--- src/rtl/issuequeue_ooo_pkg.sv ---
// Shared types and helpers for the out-of-order issue queue.
// Entry fields use the default tag and ROB widths defined here.
package issuequeue_ooo_pkg;

  localparam int PREG_W_DFLT  = 6;
  localparam int ROB_LOG_DFLT = 6;

  typedef struct packed {
    logic                    valid;
    logic [PREG_W_DFLT-1:0]  prs1;
    logic [PREG_W_DFLT-1:0]  prs2;
    logic                    is_reg1;
    logic                    is_reg2;
    logic                    busy1;
    logic                    busy2;
    logic                    rob_flag;
    logic [ROB_LOG_DFLT-1:0] robidx;
  } entry_t;

  // True when ROB position a is younger than ROB position b (wrap flag aware).
  function automatic logic rob_younger(input logic                    a_flag,
                                       input logic [ROB_LOG_DFLT-1:0] a_idx,
                                       input logic                    b_flag,
                                       input logic [ROB_LOG_DFLT-1:0] b_idx);
    return (a_flag ^ b_flag) ^ (b_idx < a_idx);
  endfunction

endpackage

--- src/rtl/issuequeue_ooo_age.sv ---
// Age matrix: older[i][j]=1 means entry j was enqueued before entry i.
// Produces the one-hot oldest entry among the ready vector.
module issue_age_matrix #(
  parameter int DEPTH = 8
) (
  input  logic             clock,
  input  logic             reset,
  input  logic [DEPTH-1:0] enq_onehot,
  input  logic [DEPTH-1:0] valid,
  input  logic [DEPTH-1:0] ready,
  output logic [DEPTH-1:0] oldest
);

  logic [DEPTH-1:0] older [DEPTH];

  // A new entry is younger than every valid entry; nobody sees it as older.
  always_ff @(posedge clock or posedge reset) begin
    if (reset) begin
      for (int i = 0; i < DEPTH; i++) older[i] <= '0;
    end else begin
      for (int i = 0; i < DEPTH; i++) begin
        if (enq_onehot[i]) older[i] <= valid & ~enq_onehot;
        else               older[i] <= older[i] & ~enq_onehot;
      end
    end
  end

  always_comb begin
    for (int i = 0; i < DEPTH; i++) oldest[i] = ready[i] & ~|(ready & older[i]);
  end

endmodule

--- src/rtl/issuequeue_ooo.sv ---
// Out-of-order issue queue: wakeup, oldest-ready select, ROB-ordered flush.
// Define ISSUEQUEUE_PERF_CNT_EN to add the performance counter outputs.
module issuequeue_ooo
  import issuequeue_ooo_pkg::*;
#(
  parameter int DEPTH     = 8,
  parameter int PREG_W    = PREG_W_DFLT,
  parameter int ROB_LOG   = ROB_LOG_DFLT,
  parameter int NUM_WB    = 2,
  parameter int PAYLOAD_W = 128
) (
  input  logic                     clock,
  input  logic                     reset,
  input  logic                     enq_valid,
  output logic                     enq_ready,
  input  logic [PREG_W-1:0]        enq_prs1,
  input  logic [PREG_W-1:0]        enq_prs2,
  input  logic                     enq_src1_is_reg,
  input  logic                     enq_src2_is_reg,
  input  logic                     enq_src1_busy,
  input  logic                     enq_src2_busy,
  input  logic                     enq_robidx_flag,
  input  logic [ROB_LOG-1:0]       enq_robidx,
  input  logic [PAYLOAD_W-1:0]     enq_payload,
  input  logic                     deq_ready,
  output logic                     deq_valid,
  output logic [PREG_W-1:0]        deq_prs1,
  output logic [PREG_W-1:0]        deq_prs2,
  output logic                     deq_robidx_flag,
  output logic [ROB_LOG-1:0]       deq_robidx,
  output logic [PAYLOAD_W-1:0]     deq_payload,
  input  logic [NUM_WB-1:0]        wb_valid,
  input  logic [NUM_WB*PREG_W-1:0] wb_prd,
  input  logic                     flush_valid,
  input  logic                     flush_robidx_flag,
  input  logic [ROB_LOG-1:0]       flush_robidx,
`ifdef ISSUEQUEUE_PERF_CNT_EN
  output logic [31:0]              perf_issue_cnt,
  output logic [31:0]              perf_full_cycles,
  output logic [31:0]              perf_stall_ready_cycles,
`endif
  output logic [$clog2(DEPTH):0]   count
);

  localparam int CNT_W = $clog2(DEPTH) + 1;

  entry_t                 entries  [DEPTH];
  logic [PAYLOAD_W-1:0]   payloads [DEPTH];
  entry_t                 new_entry;
  logic [DEPTH-1:0]       valid_vec, free_vec, ready_vec, flush_hit, oldest, enq_onehot;
  logic                   enq_fire, issue;
  logic [PREG_W-1:0]      sel_prs1, sel_prs2;
  logic                   sel_flag;
  logic [ROB_LOG-1:0]     sel_robidx;
  logic [PAYLOAD_W-1:0]   sel_payload;

  function automatic logic woken(input logic [PREG_W-1:0] tag);
    woken = 1'b0;
    for (int p = 0; p < NUM_WB; p++)
      if (wb_valid[p] && wb_prd[p*PREG_W +: PREG_W] == tag) woken = 1'b1;
  endfunction

  always_comb begin
    count = '0;
    for (int i = 0; i < DEPTH; i++) begin
      valid_vec[i] = entries[i].valid;
      flush_hit[i] = flush_valid & entries[i].valid &
                     rob_younger(entries[i].rob_flag, entries[i].robidx,
                                 flush_robidx_flag, flush_robidx);
      ready_vec[i] = entries[i].valid & ~entries[i].busy1 & ~entries[i].busy2 & ~flush_hit[i];
      count        = count + CNT_W'(entries[i].valid);
    end
  end

  assign enq_ready = ~flush_valid & (count != CNT_W'(DEPTH));
  assign enq_fire  = enq_valid & enq_ready;
  assign free_vec  = ~valid_vec;
  // Isolating the lowest set bit picks the lowest-index free slot.
  assign enq_onehot = enq_fire ? (free_vec & (~free_vec + DEPTH'(1))) : '0;
  assign issue     = (|oldest) & deq_ready;

  always_comb begin
    new_entry          = '0;
    new_entry.valid    = 1'b1;
    new_entry.prs1     = enq_prs1;
    new_entry.prs2     = enq_prs2;
    new_entry.is_reg1  = enq_src1_is_reg;
    new_entry.is_reg2  = enq_src2_is_reg;
    new_entry.busy1    = enq_src1_busy & enq_src1_is_reg & ~woken(enq_prs1);
    new_entry.busy2    = enq_src2_busy & enq_src2_is_reg & ~woken(enq_prs2);
    new_entry.rob_flag = enq_robidx_flag;
    new_entry.robidx   = enq_robidx;
  end

  issue_age_matrix #(.DEPTH(DEPTH)) u_age (
    .clock      (clock),
    .reset      (reset),
    .enq_onehot (enq_onehot),
    .valid      (valid_vec),
    .ready      (ready_vec),
    .oldest     (oldest)
  );

  always_comb begin
    sel_prs1    = '0;
    sel_prs2    = '0;
    sel_flag    = 1'b0;
    sel_robidx  = '0;
    sel_payload = '0;
    for (int i = 0; i < DEPTH; i++) begin
      if (oldest[i]) begin
        sel_prs1    = entries[i].prs1;
        sel_prs2    = entries[i].prs2;
        sel_flag    = entries[i].rob_flag;
        sel_robidx  = entries[i].robidx;
        sel_payload = payloads[i];
      end
    end
  end

  always_ff @(posedge clock or posedge reset) begin
    if (reset) begin
      deq_valid <= 1'b0;
      for (int i = 0; i < DEPTH; i++) entries[i] <= '0;
    end else begin
      deq_valid <= issue;
      for (int i = 0; i < DEPTH; i++) begin
        if (enq_onehot[i]) begin
          entries[i] <= new_entry;
        end else if (entries[i].valid) begin
          if ((issue && oldest[i]) || flush_hit[i]) entries[i].valid <= 1'b0;
          if (entries[i].is_reg1 && woken(entries[i].prs1)) entries[i].busy1 <= 1'b0;
          if (entries[i].is_reg2 && woken(entries[i].prs2)) entries[i].busy2 <= 1'b0;
        end
      end
    end
  end

  // NOTE: payload storage and deq data carry no reset; valid bits gate every read.
  always_ff @(posedge clock) begin
    for (int i = 0; i < DEPTH; i++)
      if (enq_onehot[i]) payloads[i] <= enq_payload;
    if (issue) begin
      deq_prs1        <= sel_prs1;
      deq_prs2        <= sel_prs2;
      deq_robidx_flag <= sel_flag;
      deq_robidx      <= sel_robidx;
      deq_payload     <= sel_payload;
    end
  end

`ifdef ISSUEQUEUE_PERF_CNT_EN
  always_ff @(posedge clock or posedge reset) begin
    if (reset) begin
      perf_issue_cnt          <= '0;
      perf_full_cycles        <= '0;
      perf_stall_ready_cycles <= '0;
    end else begin
      if (issue && perf_issue_cnt != '1) perf_issue_cnt <= perf_issue_cnt + 32'd1;
      if (count == CNT_W'(DEPTH) && perf_full_cycles != '1)
        perf_full_cycles <= perf_full_cycles + 32'd1;
      if ((|ready_vec) && !deq_ready && perf_stall_ready_cycles != '1)
        perf_stall_ready_cycles <= perf_stall_ready_cycles + 32'd1;
    end
  end
`endif

endmodule

--- config.mk ---
export PLATFORM = sky130hd
export DESIGN_NAME = issuequeue_ooo
export DESIGN_NICKNAME = d
export VERILOG_FILES = /design/src/rtl/issuequeue_ooo_pkg.sv /design/src/rtl/issuequeue_ooo_age.sv /design/src/rtl/issuequeue_ooo.sv
export SDC_FILE = /design/constraint.sdc
export NUM_CORES = 2
export LEC_CHECK = 0
export ABC_CLOCK_PERIOD_IN_PS = 14000
export CAP_MARGIN = 20
export CORE_MARGIN = 2
export CORE_UTILIZATION = 62
export CTS_BUF_LIST = sky130_fd_sc_hd__clkbuf_4 sky130_fd_sc_hd__clkbuf_8
export DETAILED_ROUTE_END_ITERATION = 8
export GPL_ROUTABILITY_DRIVEN = 0
export PLACE_DENSITY_LB_ADDON = 0.2
export SLEW_MARGIN = 0
export SYNTH_ARGS = -nofsm -noshare
export SYNTH_HDL_FRONTEND = slang
export SYNTH_SLANG_ARGS = --single-unit
--- constraint.sdc ---
create_clock -name clock -period 14 [get_ports clock]
set_input_delay 1.4 -clock clock [delete_from_list [all_inputs] [get_ports clock]]
set_output_delay 1.4 -clock clock [all_outputs]
set_load 0.05 [all_outputs]
==> Word-level counts from Yosys, hierarchy flattened <==
Memory sizes are Yosys's and may differ from the RTL's.
Cells that the tools add are included.
{ "classes": {"add_sub_neg": 8, "multipliers": 0, "n_div": 0, "order_cmp": 8, "n_eq_ne": 37, "shifts": 0, "n_mux": 210, "bitwise": 119, "reduce_logical": 132} }
{ "ops": {"columns": ["cell", "n"], "rows": [
  ["$mux 128", 15],
  ["$reduce_or 128->1", 7],
  ["$eq 6x6->1", 36],
  ["$and 8x8->8", 18],
  ["$mux 6", 24],
  ["$mux 1", 139],
  ["$mux 8", 9],
  ["$reduce_or 8->1", 9],
  ["$logic_and 1x1->1", 60],
  ["$and 1x1->1", 55],
  ["$lt 6x6->1", 8],
  ["$reduce_bool 2->1", 24],
  ["$mux 2", 16],
  ["$reduce_and 2->1", 16],
  ["$not 1->1", 27],
  ["$not 8->8", 3],
  ["$mux 3", 7],
  ["$add 4x1->4", 4],
  ["$xor 1x1->1", 16],
  ["$add 8x1->8 const B", 1],
  ["$logic_not 1->1", 8],
  ["$logic_or 1x1->1", 8],
  ["$add 3x1->4", 1],
  ["$ne 4x4->1 const B", 1],
  ["other kinds (2)", 2]
]} }
{ "word_totals": {"regBits": 404, "latchBits": 0, "mem_bits_rw": 1024, "rom_bits": 0, "inputBits": 177, "out_inout_bits": 153, "word_cells": 601, "mem_count": 1} }
{ "mem_list": {"columns": ["name", "depth", "word_bits", "read_ports", "rd_clocked_by_memory_dff", "wr", "line", "text"], "rows": [
  ["payloads", 8, 128, 8, 0, 1, "issuequeue_ooo.sv:48", "logic [PAYLOAD_W-1:0] payloads [DEPTH];"]
]} }

==> Longest topological paths before layout <==
{ "depth": {"depth_word": 21, "mapped_depth": 21, "ltp_nobuf": 18} }

==> Modules after synthesis <==
A second synthesis with hierarchy kept.
{ "unflattened": {"hier_cells": 4103, "hier_area_um2": 59394.5} }
{ "by_module_without_submodules": {"columns": ["mod", "instances", "cells_per_inst", "area_each_um2", "seq_area_each_um2"], "rows": [
  ["issuequeue_ooo", 1, 3838, 56341.5, 39993.4],
  ["issue_age_matrix", 1, 265, 3052.9, 1601.5]
]} }

==> Least setup slack after synthesis <==
No wires, ideal clock.
{ "synth_path": {"kind": "input to register", "startpoint": "in flush_robidx[3]", "endpoint": "reg deq_valid", "setup_time_ns": 0.868, "arrival_ns": 11.163, "required_time_ns": 13.132, "path_slack_ns": 1.969, "path_stages": 14, "path_buffers": 4, "cell_sequence": "ha_1 -> a211o_1 -> o211ai_1 -> o21ai_0 -> or3b_1 -> buf_2 -> a22o_1 -> or4_4 -> buf_6 -> nand2_1 -> buf_2 -> buf_2 -> nor4_1 -> a21oi_1"} }
{ "synth_between": {"elab_chain_cells": 11, "word_cells_on_any_way": 74, "classes_between": "order compare (8); bitwise (49); reduce/logical (17)"} }
{ "synth_rtl": {"columns": ["item", "line", "text"], "rows": [
  ["start: declaration", "issuequeue_ooo.sv:36", "input logic [ROB_LOG-1:0] flush_robidx,"],
  ["$lt 6x6->1", "issuequeue_ooo_pkg.sv:25", "return (a_flag ^ b_flag) ^ (b_idx < a_idx);"],
  ["$xor 1x1->1", "issuequeue_ooo_pkg.sv:25", null],
  ["$and 1x1->1", "issuequeue_ooo.sv:67", "flush_hit[i] = flush_valid & entries[i].valid &"],
  ["$not 1->1", "issuequeue_ooo.sv:70", "ready_vec[i] = entries[i].valid & ~entries[i].busy1 & ~entries[i].busy2 & ~flush_hit[i];"],
  ["$and 1x1->1", "issuequeue_ooo.sv:70", null],
  ["$and 8x8->8", "issuequeue_ooo_age.sv:29", "for (int i = 0; i < DEPTH; i++) oldest[i] = ready[i] & ~|(ready & older[i]);"],
  ["$reduce_or 8->1", "issuequeue_ooo_age.sv:29", null],
  ["$logic_not 1->1", "issuequeue_ooo_age.sv:29", null],
  ["$and 1x1->1", "issuequeue_ooo_age.sv:29", null],
  ["$reduce_or 8->1 (*)", "issuequeue_ooo.sv:80", "assign issue = (|oldest) & deq_ready;"],
  ["$and 1x1->1 (*)", "issuequeue_ooo.sv:80", null],
  ["via issue", "issuequeue_ooo.sv:51", "logic enq_fire, issue;"],
  ["end signal: assignment", "issuequeue_ooo.sv:126", "deq_valid <= issue;"],
  ["end: declaration", "issuequeue_ooo.sv:26", "output logic deq_valid,"]
]} }
The timed path passes the listed nets; every way through them passes the cells marked *.
A chain may end at the register's enable or synchronous reset.

==> Final worst setup path <==
{ "layout_path": {"startpoint": "reg entries[47] (netlist name)", "endpoint": "reg entries[19] (netlist name)"} }
{ "layout_between": {"elab_chain_cells": 6, "word_cells_on_any_way": 10, "classes_between": "add/sub (3); eq/ne (1); mux (1); bitwise (5)"} }
{ "layout_rtl": {"columns": ["item", "line", "text"], "rows": [
  ["$add 4x1->4 (2 in series)", "issuequeue_ooo.sv:71", "count = count + CNT_W'(entries[i].valid);"],
  ["$ne 4x4->1", "issuequeue_ooo.sv:75", "assign enq_ready = ~flush_valid & (count != CNT_W'(DEPTH));"],
  ["$and 1x1->1", "issuequeue_ooo.sv:75", null],
  ["$and 1x1->1", "issuequeue_ooo.sv:76", "assign enq_fire = enq_valid & enq_ready;"],
  ["$mux 8 (*)", "issuequeue_ooo.sv:79", "assign enq_onehot = enq_fire ? (free_vec & (~free_vec + DEPTH'(1))) : '0;"],
  ["end signal: indexed assignment", "issuequeue_ooo.sv:129", "entries[i] <= new_entry;"],
  ["end: declaration", "issuequeue_ooo.sv:47", "entry_t entries [DEPTH];"]
]} }
Every way passes the cells marked *; elsewhere a longest branch is shown, timed or not.

==> impl_metrics.csv <==
group,metric,value,unit
status,status,"complete, no violations",
worst_setup_path,crit_path_max_fanout,126,
synth,postSynthRegisterBits,1428,
worst_setup_path,cp.arrival,8.99,ns
synth,synth_largest_type_area_fraction,58.9,%
worst_setup_path,path_buf_inv,4,
cts,cts.clk_slew.worst_paths,0.06,ns
route,route.detailed.wl_per_inst,27.7,um
cts,cts_repair_resize_count,0,
worst_setup_path,critical_path.max_stage_delay,0.99,ns
timing,worst_pin_slew,1.17,ns
route,route.vias.total,39200,
job,maxCapViolations,0,
worst_setup_path,crit_slowest_cell,"sky130_fd_sc_hd__nor3b_2",
floorplanning,fp-row-count,113,
synth,average_instance_area_after_synthesis,14.4,um2
worst_setup_path,crit_chain,"fa_1, inv_1, fa_1, fa_1, inv_1, ha_1, fa_1, xor2_1, nor3_1, a21oi_1, and2_1, nand4_1, nor2_1, nand3_1, nor3b_2, buf_4, buf_12, mux2_2",
timing,period_minus_slack,8.22,ns
synth,synth_largest_area_cell,"sky130_fd_sc_hd__edfxtp_1",
route,initialDrtViolationCount,4576,
synth,synth.cells.most_frequent,"sky130_fd_sc_hd__edfxtp_1, sky130_fd_sc_hd__nand2_1, sky130_fd_sc_hd__a221oi_1",
synth,post_synth_and_or_nand_nor_area_fraction,6.45,%
global_route,track_usage,32.6,%
worst_setup_path,worstPathRequired,14.77,ns
worst_setup_path,rr_worst_depth,18,
timing,setup-violations-final,0,
synth,asyncSetResetFlopFracSynth,18.0,%
route,detail_route.first_pass.iterations,8,
route,drt-total-wl,162000,um
worst_setup_path,crit_path_start_kind,"flip-flop",
power_and_ir_drop,totalPowerFinal,12.0,mW
worst_setup_path,worst-r2r-setup-slack,5.78,ns
cts,cts-buffers-inserted,218,
power_and_ir_drop,leakage,24.2,nW
layout,syn_to_final_growth,14.3,%
power_and_ir_drop,cellPowerDensity,176,mW/mm2
worst_setup_path,path_class,"reg -> reg",
layout,drive_gt1_share,13.8,%
route,remaining_drc_errors,0,
timing,worst_hold_slack,0.487,ns
timing,report.final.hold_viol_count,0,
timing,fin_setup_tns,0,ns
synth,synth_ff_type,"sky130_fd_sc_hd__edfxtp_1",
global_route,grt_pass1_wl,240000,um
synth,mappedNetlistNets,4368,
floorplanning,dieHeight,314,um
floorplanning,initial_core_util,62.7,%
placed_design,placed_area,0.0639,mm2
synth,ys_top_cells_by_area,"sky130_fd_sc_hd__edfxtp_1, sky130_fd_sc_hd__dfrtp_1, sky130_fd_sc_hd__a221oi_1",
layout,nNetsFinal,4651,
worst_setup_path,timing.critical_path.to_type,"flip-flop",
worst_setup_path,cp_common_cell,"sky130_fd_sc_hd__fa_1",
timing,fin_worst_skew,0.0378,ns
cts,clockBufferDepth,3,
synth,synth_top_family_by_area,"compound AO/OA/AOI/OAI gates",
timing,highest_clock_frequency_the_design_can_meet,122,MHz
route,detail-route-antenna-nets,0,
global_route,number_of_global_route_vias_before_repair,39300,
placed_design,numPortBuffers,329,
min_path,worst_hold_path.num_cells,2,
synth,synth.yosys.warnings,0,
synth,synth_fa_ha_area_share,1.03,%
synth,yosysMostFrequentCell,"sky130_fd_sc_hd__edfxtp_1",
timing,slew_headroom,21.9,%
cts,htree_levels,4,
cts,cts_post_setup_buffers_inserted,0,
floorplanning,fp.dieArea,0.0989,mm2
synth,unique_cell_type_count_in_the_yosys_netlist,68,
floorplanning,floorplan.io_pins,330,
worst_setup_path,cp_top_family,"simple AND/OR/NAND/NOR gates",
synth,ys_seq_area_share,69.6,%
cts,hold_buffers,0,
global_route,grt_remaining_overflow,0,
cts,count_of_clock_tree_sinks,1428,
synth,syn-instance-count,4144,
timing,drv_slew,0,
cts,worstSkewPairLatency,0.91,ns
worst_setup_path,logic_depth_of_the_worst_path_buffers_included,18,
placed_design,detailed_place_hpwl,85100,um
power_and_ir_drop,vdd.ir_drop.worst,0.000167,V
synth,fraction_of_the_mapped_netlist_area_in_compound_gates,13.1,%
floorplanning,die_width,314,um
timing,final.period_utilization,58.7,%
layout,stdcell_area,0.0683,mm2
timing,rsz0062_at_grt,"no",
floorplanning,design.core.area,0.0953,mm2
synth,synth.area.mux_share,3.71,%
route,routed_via_density,6.69,
synth,yosys.area_share.xor_xnor,3.39,%
synth,synth-edff-count,1171,
synth,synthesis.area,0.0597,mm2
cts,tritoncts,"built",
global_route,antenna_found_initial,22,
global_route,grt_max_degree,154,
min_path,min_path_type,"reg -> reg",
cts,cts.root.buffer_cell,"sky130_fd_sc_hd__clkbuf_8",
layer usage:
layer | share of wire [%] | vias up | track usage [%]
met5 | 0.091 | - | 0
met4 | 3.2 | 24 | 13.5
met3 | 10 | 367 | 6.66
met2 | 48 | 2326 | 51.8
met1 | 39 | 19700 | 44.4
li1 | - | 16800 | -
flip-flops by register name, summed over array words and instances (netlist names), named ones only:
signal / flops
deq_payload: 128
deq_prs1: 6
deq_prs2: 6
deq_robidx: 6
deq_robidx_flag: 1
deq_valid: 1
entries: 192
payloads: 1024
u_age.older: 56
metrics by stage:
step	setup slack [ns]	util [%]	std cells
6_report	5.78	71.6	5863
3_5_place_dp	5.89	67.1	5470
2_1_floorplan	1.97	-	4144
5_1_grt	5.35	71.6	5863
4_1_cts	5.92	71.5	5852
3_3_place_gp	5.95	67.1	5470
worst paths after layout:
path,endpoint,startpoint
max in group asynchronous,u_age.older[18],reset
hold / removal,entries[178],entries[178]
setup / recovery,entries[19],entries[47]
hold reg to reg,entries[178],entries[178]
setup reg to reg,entries[19],entries[47]
min in group asynchronous,entries[170],reset
report_power, final:
group | switching, mW | internal [mW]
logic | 2.06 | 1.03
registers | 0.298 | 5.23
clock network | 1.58 | 1.78
logic make-up (layout without fill, tap and decap cells):
| logic type | Yosys count | after routing |
|---|---|---|
| compound gates | 1045 | 1045 |
| other cells | 0 | 9 |
| fa+ha+maj | 47 | 47 |
| xor+xnor | 228 | 228 |
| buf+inv | 401 | 846 |
| flops | 1428 | 1428 |
| mux | 199 | 199 |
| simple gates | 796 | 796 |
cell type report:
| cell class | instances | area [um2] |
|---|---|---|
| clock buffers | 320 | 3860 |
| diodes | 9 | 22.5 |
| well taps | 1265 | 1580 |
| fillers | 6198 | 27000 |
| flip-flops and latches | 1428 | 41600 |
| clock inverters | 62 | 385 |
| multi-input cells | 2315 | 16600 |
| repair buffers | 390 | 3840 |
| inverters | 74 | 330 |
placed cells by master, fill, tap and decap left out, types with 46 or more instances in the layout:
master / Yosys / layout
sky130_fd_sc_hd__a221oi_1: 293 / 293
sky130_fd_sc_hd__nor2_1: 71 / 70
sky130_fd_sc_hd__xor2_1: 113 / 113
sky130_fd_sc_hd__edfxtp_1: 1171 / 1171
sky130_fd_sc_hd__o211ai_1: 141 / 141
sky130_fd_sc_hd__dfrtp_1: 257 / 257
sky130_fd_sc_hd__o211a_1: 129 / 129
sky130_fd_sc_hd__o21ai_0: 217 / 217
sky130_fd_sc_hd__nand2_1: 380 / 379
sky130_fd_sc_hd__xnor2_1: 113 / 113
sky130_fd_sc_hd__nand4_1: 46 / 46
sky130_fd_sc_hd__clkbuf_4: 0 / 87
sky130_fd_sc_hd__or3_1: 131 / 130
sky130_fd_sc_hd__inv_1: 71 / 67
sky130_fd_sc_hd__clkdlybuf4s50_1: 0 / 329
sky130_fd_sc_hd__o22ai_1: 152 / 152
sky130_fd_sc_hd__mux2_2: 179 / 179
sky130_fd_sc_hd__clkbuf_8: 0 / 233
sky130_fd_sc_hd__buf_4: 1 / 55
worst register-to-register path: cells and delay by family, from the launching register on:
family	cells	cell delay, ns
AOI/OAI and AO/OA	1	0.17
xor gates and xnor gates	1	0.20
adders and majority gates	5	2.10
buffers and inverters	4	1.42
DFF	1	0.79
muxes	1	0.54
and+or+nand+nor	6	2.87
Power figures use the tool's default switching activity.
